<file path="config.mk">
export PLATFORM = sky130hd
export DESIGN_NAME = r_exec_controller
export DESIGN_NICKNAME = d
export VERILOG_FILES = /design/src/rtl/r_exec_pkg.sv /design/src/rtl/r_exec_controller_funct_decoder.sv /design/src/rtl/r_exec_controller.sv
export SDC_FILE = /design/constraint.sdc
export NUM_CORES = 1
export LEC_CHECK = 0
export BUFFER_PORTS_ARGS = -buffer_cell sky130_fd_sc_hd__buf_2
export CAP_MARGIN = 30
export CORE_MARGIN = 2
export CORE_UTILIZATION = 48
export CTS_CLUSTER_DIAMETER = 80
export DETAILED_ROUTE_END_ITERATION = 16
export PLACE_DENSITY = 0.81
export SYNTH_ARGS = -nofsm -noshare
export SYNTH_HDL_FRONTEND = slang
export SYNTH_HIERARCHICAL = 1
export SYNTH_SLANG_ARGS = --single-unit
</file>
<file path="constraint.sdc">
create_clock -name clk -period 2.9 [get_ports clk]
set_clock_uncertainty 0.1 [all_clocks]
set_input_delay 0.435 -clock clk [delete_from_list [all_inputs] [get_ports clk]]
set_output_delay 0.435 -clock clk [all_outputs]
set_load 0.02 [all_outputs]
</file>
<file path="src/rtl/r_exec_pkg.sv">
// Shared types and constants for the R-format execute controller.
// FSM state encoding, MIPS opcode/funct values and ALU operation codes.
package r_exec_pkg;

  typedef enum logic [2:0] {
    ST_IDLE      = 3'd0,
    ST_DECODE    = 3'd1,
    ST_READ      = 3'd2,
    ST_EXECUTE   = 3'd3,
    ST_WRITEBACK = 3'd4
  } state_e;

  localparam int unsigned ALU_OP_W = 4;

  localparam logic [5:0] OPCODE_RTYPE = 6'h00;

  localparam logic [5:0] FUNCT_ADD = 6'h20;
  localparam logic [5:0] FUNCT_SUB = 6'h22;
  localparam logic [5:0] FUNCT_AND = 6'h24;
  localparam logic [5:0] FUNCT_OR  = 6'h25;
  localparam logic [5:0] FUNCT_XOR = 6'h26;
  localparam logic [5:0] FUNCT_NOR = 6'h27;
  localparam logic [5:0] FUNCT_SLT = 6'h2A;

  localparam logic [ALU_OP_W-1:0] ALU_OP_ADD = 4'b0000;
  localparam logic [ALU_OP_W-1:0] ALU_OP_SUB = 4'b0001;
  localparam logic [ALU_OP_W-1:0] ALU_OP_AND = 4'b0010;
  localparam logic [ALU_OP_W-1:0] ALU_OP_OR  = 4'b0011;
  localparam logic [ALU_OP_W-1:0] ALU_OP_XOR = 4'b0100;
  localparam logic [ALU_OP_W-1:0] ALU_OP_NOR = 4'b0101;
  localparam logic [ALU_OP_W-1:0] ALU_OP_SLT = 4'b0110;

  // shamt is deliberately not carried: this path never shifts.
  typedef struct packed {
    logic [5:0] opcode;
    logic [4:0] rs;
    logic [4:0] rt;
    logic [4:0] rd;
    logic [5:0] funct;
  } rtype_t;

endpackage

</file>
<file path="src/rtl/r_exec_controller_funct_decoder.sv">
// Combinational funct -> ALU operation decoder with legality flag.
module r_funct_decoder
  import r_exec_pkg::*;
(
  input  logic [5:0]          funct,
  output logic [ALU_OP_W-1:0] alu_op,
  output logic                legal
);

  always_comb begin
    alu_op = '0;
    legal  = 1'b1;
    case (funct)
      FUNCT_ADD: alu_op = ALU_OP_ADD;
      FUNCT_SUB: alu_op = ALU_OP_SUB;
      FUNCT_AND: alu_op = ALU_OP_AND;
      FUNCT_OR:  alu_op = ALU_OP_OR;
      FUNCT_XOR: alu_op = ALU_OP_XOR;
      FUNCT_NOR: alu_op = ALU_OP_NOR;
      FUNCT_SLT: alu_op = ALU_OP_SLT;
      default:   legal  = 1'b0;
    endcase
  end

endmodule

</file>
<file path="src/rtl/r_exec_controller.sv">
// Five-state sequencer for one R-format instruction: decode, read, execute, writeback.
// Optional retired-instruction counter enabled by defining R_EXEC_PERF_CNT_EN.
module r_exec_controller
  import r_exec_pkg::*;
#(
  parameter int unsigned DATA_WIDTH = 32,
  parameter int unsigned ADDR_WIDTH = 5,
  parameter int unsigned OP_WIDTH   = 4
`ifdef R_EXEC_PERF_CNT_EN
  ,
  parameter int unsigned CNT_WIDTH  = 16
`endif
) (
  input  logic                  clk,
  input  logic                  reset_input,
  input  logic                  instr_valid,
  output logic                  instr_ready,
  input  logic [31:0]           instr,
  output logic [ADDR_WIDTH-1:0] rs_address,
  output logic [ADDR_WIDTH-1:0] rt_address,
  output logic [ADDR_WIDTH-1:0] rd_address,
  input  logic [DATA_WIDTH-1:0] rs_data,
  input  logic [DATA_WIDTH-1:0] rt_data,
  output logic [OP_WIDTH-1:0]   ALU_operation,
  output logic [DATA_WIDTH-1:0] alu_a,
  output logic [DATA_WIDTH-1:0] alu_b,
  input  logic [DATA_WIDTH-1:0] alu_result,
  output logic                  write_enabled,
  output logic [DATA_WIDTH-1:0] wb_data,
  output logic                  done,
  output logic                  illegal
`ifdef R_EXEC_PERF_CNT_EN
  ,
  output logic [CNT_WIDTH-1:0]  retired_count
`endif
);

  state_e                state_q, state_d;
  rtype_t                fields_q, fields_d;
  logic [ADDR_WIDTH-1:0] rs_addr_q, rs_addr_d;
  logic [ADDR_WIDTH-1:0] rt_addr_q, rt_addr_d;
  logic [ADDR_WIDTH-1:0] rd_addr_q, rd_addr_d;
  logic [OP_WIDTH-1:0]   op_q, op_d;
  logic [DATA_WIDTH-1:0] alu_a_q, alu_a_d;
  logic [DATA_WIDTH-1:0] alu_b_q, alu_b_d;
  logic [DATA_WIDTH-1:0] wb_q, wb_d;
  logic                  we_q, we_d;
  logic                  done_q, done_d;
  logic                  illegal_q, illegal_d;
`ifdef R_EXEC_PERF_CNT_EN
  logic [CNT_WIDTH-1:0]  cnt_q, cnt_d;
`endif

  logic [5:0]          dec_funct;
  logic [ALU_OP_W-1:0] dec_op;
  logic                dec_legal;
  logic                unused_shamt;

  assign unused_shamt = ^instr[10:6];

  // One decoder serves both cycles: the incoming word at accept time (so the
  // illegal pulse can be registered into DECODE) and the latched word in DECODE.
  assign dec_funct = (state_q == ST_IDLE) ? instr[5:0] : fields_q.funct;

  r_funct_decoder u_funct_decoder (
    .funct  (dec_funct),
    .alu_op (dec_op),
    .legal  (dec_legal)
  );

  always_comb begin
    state_d   = state_q;
    fields_d  = fields_q;
    rs_addr_d = rs_addr_q;
    rt_addr_d = rt_addr_q;
    rd_addr_d = rd_addr_q;
    op_d      = op_q;
    alu_a_d   = alu_a_q;
    alu_b_d   = alu_b_q;
    wb_d      = wb_q;
    we_d      = 1'b0;
    done_d    = 1'b0;
    illegal_d = 1'b0;
`ifdef R_EXEC_PERF_CNT_EN
    cnt_d     = cnt_q;
`endif
    case (state_q)
      ST_IDLE: begin
        if (instr_valid) begin
          fields_d.opcode = instr[31:26];
          fields_d.rs     = instr[25:21];
          fields_d.rt     = instr[20:16];
          fields_d.rd     = instr[15:11];
          fields_d.funct  = instr[5:0];
          illegal_d       = (instr[31:26] != OPCODE_RTYPE) || !dec_legal;
          state_d         = ST_DECODE;
        end
      end
      ST_DECODE: begin
        if ((fields_q.opcode != OPCODE_RTYPE) || !dec_legal) begin
          state_d = ST_IDLE;
        end else begin
          rs_addr_d = ADDR_WIDTH'(fields_q.rs);
          rt_addr_d = ADDR_WIDTH'(fields_q.rt);
          rd_addr_d = ADDR_WIDTH'(fields_q.rd);
          op_d      = OP_WIDTH'(dec_op);
          state_d   = ST_READ;
        end
      end
      ST_READ: begin
        alu_a_d = rs_data;
        alu_b_d = rt_data;
        state_d = ST_EXECUTE;
      end
      ST_EXECUTE: begin
        wb_d    = alu_result;
        we_d    = (fields_q.rd != 5'd0);
        done_d  = 1'b1;
`ifdef R_EXEC_PERF_CNT_EN
        cnt_d   = cnt_q + 1'b1;
`endif
        state_d = ST_WRITEBACK;
      end
      ST_WRITEBACK: state_d = ST_IDLE;
      default:      state_d = ST_IDLE;
    endcase
  end

  always_ff @(posedge clk or negedge reset_input) begin
    if (!reset_input) begin
      state_q   <= ST_IDLE;
      fields_q  <= '0;
      rs_addr_q <= '0;
      rt_addr_q <= '0;
      rd_addr_q <= '0;
      op_q      <= '0;
      alu_a_q   <= '0;
      alu_b_q   <= '0;
      wb_q      <= '0;
      we_q      <= 1'b0;
      done_q    <= 1'b0;
      illegal_q <= 1'b0;
`ifdef R_EXEC_PERF_CNT_EN
      cnt_q     <= '0;
`endif
    end else begin
      state_q   <= state_d;
      fields_q  <= fields_d;
      rs_addr_q <= rs_addr_d;
      rt_addr_q <= rt_addr_d;
      rd_addr_q <= rd_addr_d;
      op_q      <= op_d;
      alu_a_q   <= alu_a_d;
      alu_b_q   <= alu_b_d;
      wb_q      <= wb_d;
      we_q      <= we_d;
      done_q    <= done_d;
      illegal_q <= illegal_d;
`ifdef R_EXEC_PERF_CNT_EN
      cnt_q     <= cnt_d;
`endif
    end
  end

  // Gated by reset so the handshake is closed while reset is held.
  assign instr_ready   = reset_input && (state_q == ST_IDLE);
  assign rs_address    = rs_addr_q;
  assign rt_address    = rt_addr_q;
  assign rd_address    = rd_addr_q;
  assign ALU_operation = op_q;
  assign alu_a         = alu_a_q;
  assign alu_b         = alu_b_q;
  assign wb_data       = wb_q;
  assign write_enabled = we_q;
  assign done          = done_q;
  assign illegal       = illegal_q;
`ifdef R_EXEC_PERF_CNT_EN
  assign retired_count = cnt_q;
`endif

endmodule

</file>
== Word-level counts from Yosys, hierarchy flattened ==
Index checks and enable logic that the tools add are counted.
Storage, ports and cells
  input port bits: 131
  logic and storage cells: 49
  output and inout port bits: 119
  flip-flop bits (word level): 148
Operators by class
  muxes and demuxes: 10
  reductions and logical operators: 11
  equal/unequal tests: 11
  bitwise operators: 1
Operator list (number)
  equality test 6 bit, second input constant: 7
  case mux 3 bit (6 select lines): 1
  case mux 3 bit (4 select lines): 1
  nonzero test 6 bit: 2
  OR reduction 7 bit: 1
  equality test 3 x 2 -> 1 bit, second input constant: 2
  2-to-1 mux 6 bit: 1
  2-to-1 mux 1 bit: 5
  nonzero test 5 bit: 1
  AND reduction 2 bit: 2
  equality test 3 x 1 -> 1 bit, second input constant: 1
  zero test 3 bit: 1
  2-to-1 mux 3 bit: 1
  logical OR 1 bit: 2
  2-to-1 mux 2 bit: 1
  inequality test 2 bit, second input constant: 1
  logical AND 1 bit: 1
  zero test 1 bit: 1
  inverter 1 bit: 1

== Logic depth before layout (Yosys ltp) ==
  depth in word-level cells: 9
  depth in mapped cells: 8
  mapped depth without buffers: 7

== Modules after synthesis ==
Netlist, hierarchy kept.
Modules (own cells, without submodules)
  r_exec_controller: seq. area each 3703.6 µm², cells an instance 332, area an instance 5728.0 µm², times used 1
  r_funct_decoder: seq. area each 0.0 µm², cells an instance 16, area an instance 113.9 µm², times used 1

== Worst setup path before layout ==
OpenSTA, ideal clock, no wires.
  kind: register -> register
  start point: reg state_q[0]
  end point: reg op_q[0] (netlist: ALU_operation[0])
  data arrival time: 2.465 ns
  slack: 0.211 ns
  stages on the path, launching flop included: 9
  data required time: 2.675 ns
  period minus slack after synthesis: 2.689 ns
  path buffers: 1
  setup time: 0.125 ns
  cells stage by stage: dfrtp_1 > nor3_4 > mux2_2 > or2b_1 > a221oi_1 > nor4b_1 > nand3_1 > buf_2 > mux2_2
Between the ends
  word-level cells in the longest chain between the ends: 9
  elaborated cells on any way between the ends: 17
  those cells by class: eq/ne (8); mux (3); bitwise (1); reduce/logical (5)
Ends and longest elaborated chain
  from (decl): RTL line r_exec_controller.sv:38  | state_e state_q, state_d;
  from (signal assigned): RTL line r_exec_controller.sv:147  | state_q <= state_d;
  zero test 3 bit (*): RTL line r_exec_controller.sv:63  | assign dec_funct = (state_q == ST_IDLE) ? instr[5:0] : fields_q.funct;
  2-to-1 mux 6 bit (*): RTL line r_exec_controller.sv:63
  named net dec_funct[2]: RTL line r_exec_controller.sv:54  | logic [5:0] dec_funct;
  equality test 6 bit: RTL line r_exec_controller_funct_decoder.sv:13  | case (funct)
  OR reduction 7 bit (no source line) (*)
  2-to-1 mux 1 bit (*): RTL line r_exec_controller_funct_decoder.sv:13
  named net dec_legal: RTL line r_exec_controller.sv:56  | logic dec_legal;
  zero test 1 bit (*): RTL line r_exec_controller.sv:100  | if ((fields_q.opcode != OPCODE_RTYPE) || !dec_legal) begin
  logical OR 1 bit (*): RTL line r_exec_controller.sv:100
  inverter 1 bit (no source line) (*)
  AND reduction 2 bit (no source line) (*)
  to (signal assigned): RTL line r_exec_controller.sv:152  | op_q <= op_d;
  to (decl): RTL line r_exec_controller.sv:43  | logic [OP_WIDTH-1:0] op_q, op_d;
Mark *: on every way through the listed nets, which the timed path passes. The rest lies on a longest branch.
A chain may end at the register's enable or synchronous reset.

== Worst setup path in the final report ==
  start point: reg state_q[2]
  end point: reg rs_addr_q[0] (netlist: rs_address[0])
Between the ends
  word-level cells in the longest chain between the ends: 9
  elaborated cells on any way between the ends: 16
  those cells by class: eq/ne (8); mux (2); bitwise (1); reduce/logical (5)
Ends and longest elaborated chain
  zero test 3 bit (*): RTL line r_exec_controller.sv:63
  2-to-1 mux 6 bit (*): RTL line r_exec_controller.sv:63
  named net dec_funct[2]: RTL line r_exec_controller.sv:54
  equality test 6 bit: RTL line r_exec_controller_funct_decoder.sv:13
  OR reduction 7 bit (no source line) (*)
  2-to-1 mux 1 bit (*): RTL line r_exec_controller_funct_decoder.sv:13
  named net dec_legal: RTL line r_exec_controller.sv:56
  zero test 1 bit (*): RTL line r_exec_controller.sv:100
  logical OR 1 bit (*): RTL line r_exec_controller.sv:100
  inverter 1 bit (no source line) (*)
  AND reduction 2 bit (no source line) (*)
  to (signal assigned): RTL line r_exec_controller.sv:149  | rs_addr_q <= rs_addr_d;
  to (decl): RTL line r_exec_controller.sv:40  | logic [ADDR_WIDTH-1:0] rs_addr_q, rs_addr_d;
Marks and branches as above.

==> results.yml <==
outcome:
  status: "finished clean"
synthesis:
  synth-xor-area-share_pct: 0
  ys_seq_elements: 148
  synth-compound-area-share_pct: 0.814
  syn_area_mm2: 0.00584
  synthDistinctLibCells: 31
  syn_avg_cell_area_um2: 16.8
  ys_seq_area_share_pct: 63.4
  yosys_warnings: 6
  synth_top_family_by_area: "multiplexers"
  yosys.area_share.simple_pct: 3.11
  synth_fa_ha_area_share_pct: 0
  synth_cells: 348
  synth.area.mux_share_pct: 29.8
  syn_nets: 479
global_route:
  grt_pass1_wl_um: 20500
  grt_usage_pct: 20.8
  grt_pass1_vias: 4109
  grt_max_degree: 65
  antenna_found_initial: 0
  grt_overflow: 0
drt:
  post_drt_wl_per_cell_um: 17.2
  vias_per_cell: 4.98
  drc_errors: 0
  ant_nets: 0
  first_iter_violations: 137
  drt-total-wl_um: 13200
  first_pass_iters: 4
  vias: 3832
worst_setup_path:
  cp-startpoint: "state_q[2]"
  start_kind: "register"
  regToRegStartpoint: "state_q[2]"
  critPathRequiredTime_ns: 3.10
  worstSetupEndpoint: "rs_address[0]"
  reg2reg_depth: 8
  crit_arrival_ns: 2.96
  crit_path_end_kind: "register"
  r2r_end: "rs_address[0]"
  reg2reg_slack_ns: 0.14
  path_class: "register to register"
  path_max_fanout: 8
cells_and_area:
  final_util_pct: 65.8
  fin_area_mm2: 0.00787
  fin_cells: 769
  fin_nets: 740
  area_delta_synth_final_pct: 34.7
  nFillCells: 881
  antenna_cells: 0
  drive_gt1_share_pct: 71.9
timing:
  whs_ns: 0.142
  drv_slew: 0
  finalHoldViolCount: 0
  tns_ns: 0
  fin_crit_ns: 2.76
  relSlewSlack_pct: 58.8
  rsz0062_at_grt: "false"
  fmax_mhz: 363
  period_share_pct: 95.0
  worstMarginPinSlew_ns: 0.618
  setup_viol_count_final: 0
floorplan:
  start_util_pct: 48.8
  coreArea_mm2: 0.0120
  io_pins: 250
  row_count: 40
  die_h_um: 114
  dieArea_mm2: 0.0131
  die_w_um: 114
hold_path:
  min_path_type: "input port to register"
  whs_path_depth: 2
run:
  maxCapViolCount: 0
clocking:
  htreeDepth: 4
  clockRootBuffer: "clkbuf_16"
  cts_tree: "yes"
  clk_latency_ns: 0.42
  clockBufferDepth: 2
  cts_made_buffers: 17
  clock-sinks: 148
  clk_pin_slew_ns: 0.06
pwr:
  leakage_nw: 4.09
  p_per_area_mw_per_mm2: 795
  ir_drop_v: 0.000387
placement:
  place_area_mm2: 0.00721
  io_buffers: 244
  place_inst: 734
  gp_congestion: 0.767
  dp_hpwl_um: 9560
## state kept, by name (all words and copies together), names as in the netlist
register and count:
alu_a 32, alu_b 32, wb_data 32, fields_q 27, rd_address 5, rs_address 5
rt_address 5, ALU_operation 4, state_q 3, done 1, illegal 1, write_enabled 1
## cells by family after synthesis
| family | Yosys count |
|---|---|
| AOI/OAI and AO/OA | 6 |
| buffers and inverters | 20 |
| DFF | 148 |
| muxes | 148 |
| other | 1 |
| and+or+nand+nor | 25 |
## worst max-delay path: stages (launching register included)
cell	delay [ns]
dfrtp_2	0.45
nor3_4	0.32
mux2_2	0.39
or2b_1	0.25
a221oi_2	0.28
nor4b_4	0.25
nand3_2	0.12
buf_4	0.19
mux2_2	0.28
## metal layers
layer / track usage, % / wire (µm) / vias up / share of wire (%)
met2: 36.6 / 7080 / 141 / 54
met5: 0 / 0 / - / 0
met1: 22.9 / 5020 / 1901 / 38
met3: 5.93 / 723 / 31 / 5.5
met4: 10.7 / 398 / 0 / 3.0
li1: - / - / 1759 / -
## cell usage after synthesis
library cell / instances / area share, %
or3b_1: 3 / 0.45
nor2_1: 2 / 0.13
nand2b_1: 2 / 0.21
and2_2: 1 / 0.13
buf_12: 3 / 1.0
buf_4: 9 / 1.2
o21a_1: 1 / 0.13
a211oi_1: 1 / 0.13
nor3b_2: 1 / 0.21
a211oi_2: 1 / 0.21
nor2b_2: 1 / 0.15
and2_1: 2 / 0.21
nor4b_1: 1 / 0.15
nor3_1: 1 / 0.086
dfrtp_1: 148 / 63
nand2_1: 3 / 0.19
nor4_1: 2 / 0.21
and2_4: 1 / 0.15
or2b_1: 1 / 0.13
a221oi_1: 1 / 0.15
or4_1: 1 / 0.13
nor3_4: 1 / 0.28
inv_1: 3 / 0.19
nand3_1: 1 / 0.086
nand4bb_1: 1 / 0.19
mux2_2: 128 / 25
conb_1: 1 / 0.064
a31oi_1: 1 / 0.11
mux2_4: 20 / 5.1
a21oi_1: 1 / 0.086
buf_2: 5 / 0.43
## power breakdown
group	internal (W)	total [W]	switching, W
clock	0.00137	0.00222	0.000848
sequential	0.00245	0.00264	0.000192
combinational	0.000622	0.00140	0.000775
total	0.00444	0.00626	0.00181
## placed cells by master, fill, tap and decap left out, drive strengths merged
cell type / n
a21oi: 1
inv: 4
nor4b: 1
mux2: 148
or2b: 1
nand2: 3
nor2: 2
clkbuf: 19
nor3b: 1
nor4: 2
nor2b: 1
dlygate4sd3: 1
clkinv: 7
or4: 1
a221oi: 1
a211oi: 2
conb: 1
buf: 258
nand2b: 2
and2: 4
nand4bb: 1
nor3: 2
bufinv: 3
nand3: 1
a31oi: 1
dfrtp: 148
or3b: 3
clkinvlp: 2
o21a: 1
## worst min path at each step
| stage | start | endpoint | slack [ns] |
|---|---|---|---|
| 2_1_floorplan | reset_input | ALU_operation[0] | 0.04 |
| 3_3_place_gp | reset_input | alu_a[17] | 0.21 |
| 3_5_place_dp | reset_input | alu_a[17] | 0.22 |
| 4_1_cts | rt_data[13] | alu_b[13] | 0.13 |
| 5_1_grt | instr[16] | fields_q[11] | 0.12 |
| 6_report | rt_data[13] | alu_b[13] | 0.14 |
## through the flow
stage | setup slack, ns | power, W
floorplan | 0.211 | 0.00350
global placement | 0.173 | 0.00401
detailed placement | 0.0950 | 0.00408
CTS | 0.0583 | 0.00631
global route | 0.0360 | 0.00653
finish | 0.144 | 0.00626
## area by class of cell
cell class              instances  area (µm²)  share of cell area (%)
flip-flops and latches        148        3700                    47.1
multi-input cells             180        2010                    25.5
repair buffers                259        1360                    17.3
clock buffers                  19         443                    5.63
well taps                     147         184                    2.34
clock inverters                13         156                    1.99
inverters                       3        11.3                   0.143
## what timing repair did
action                     CTS  global route
gates resized for setup      0             7
setup buffers                0             2
hold buffers                 1             0
hold endpoints to repair    22             0
setup endpoints to repair    0            19
Note: power is estimated with default switching activity, not from simulation.
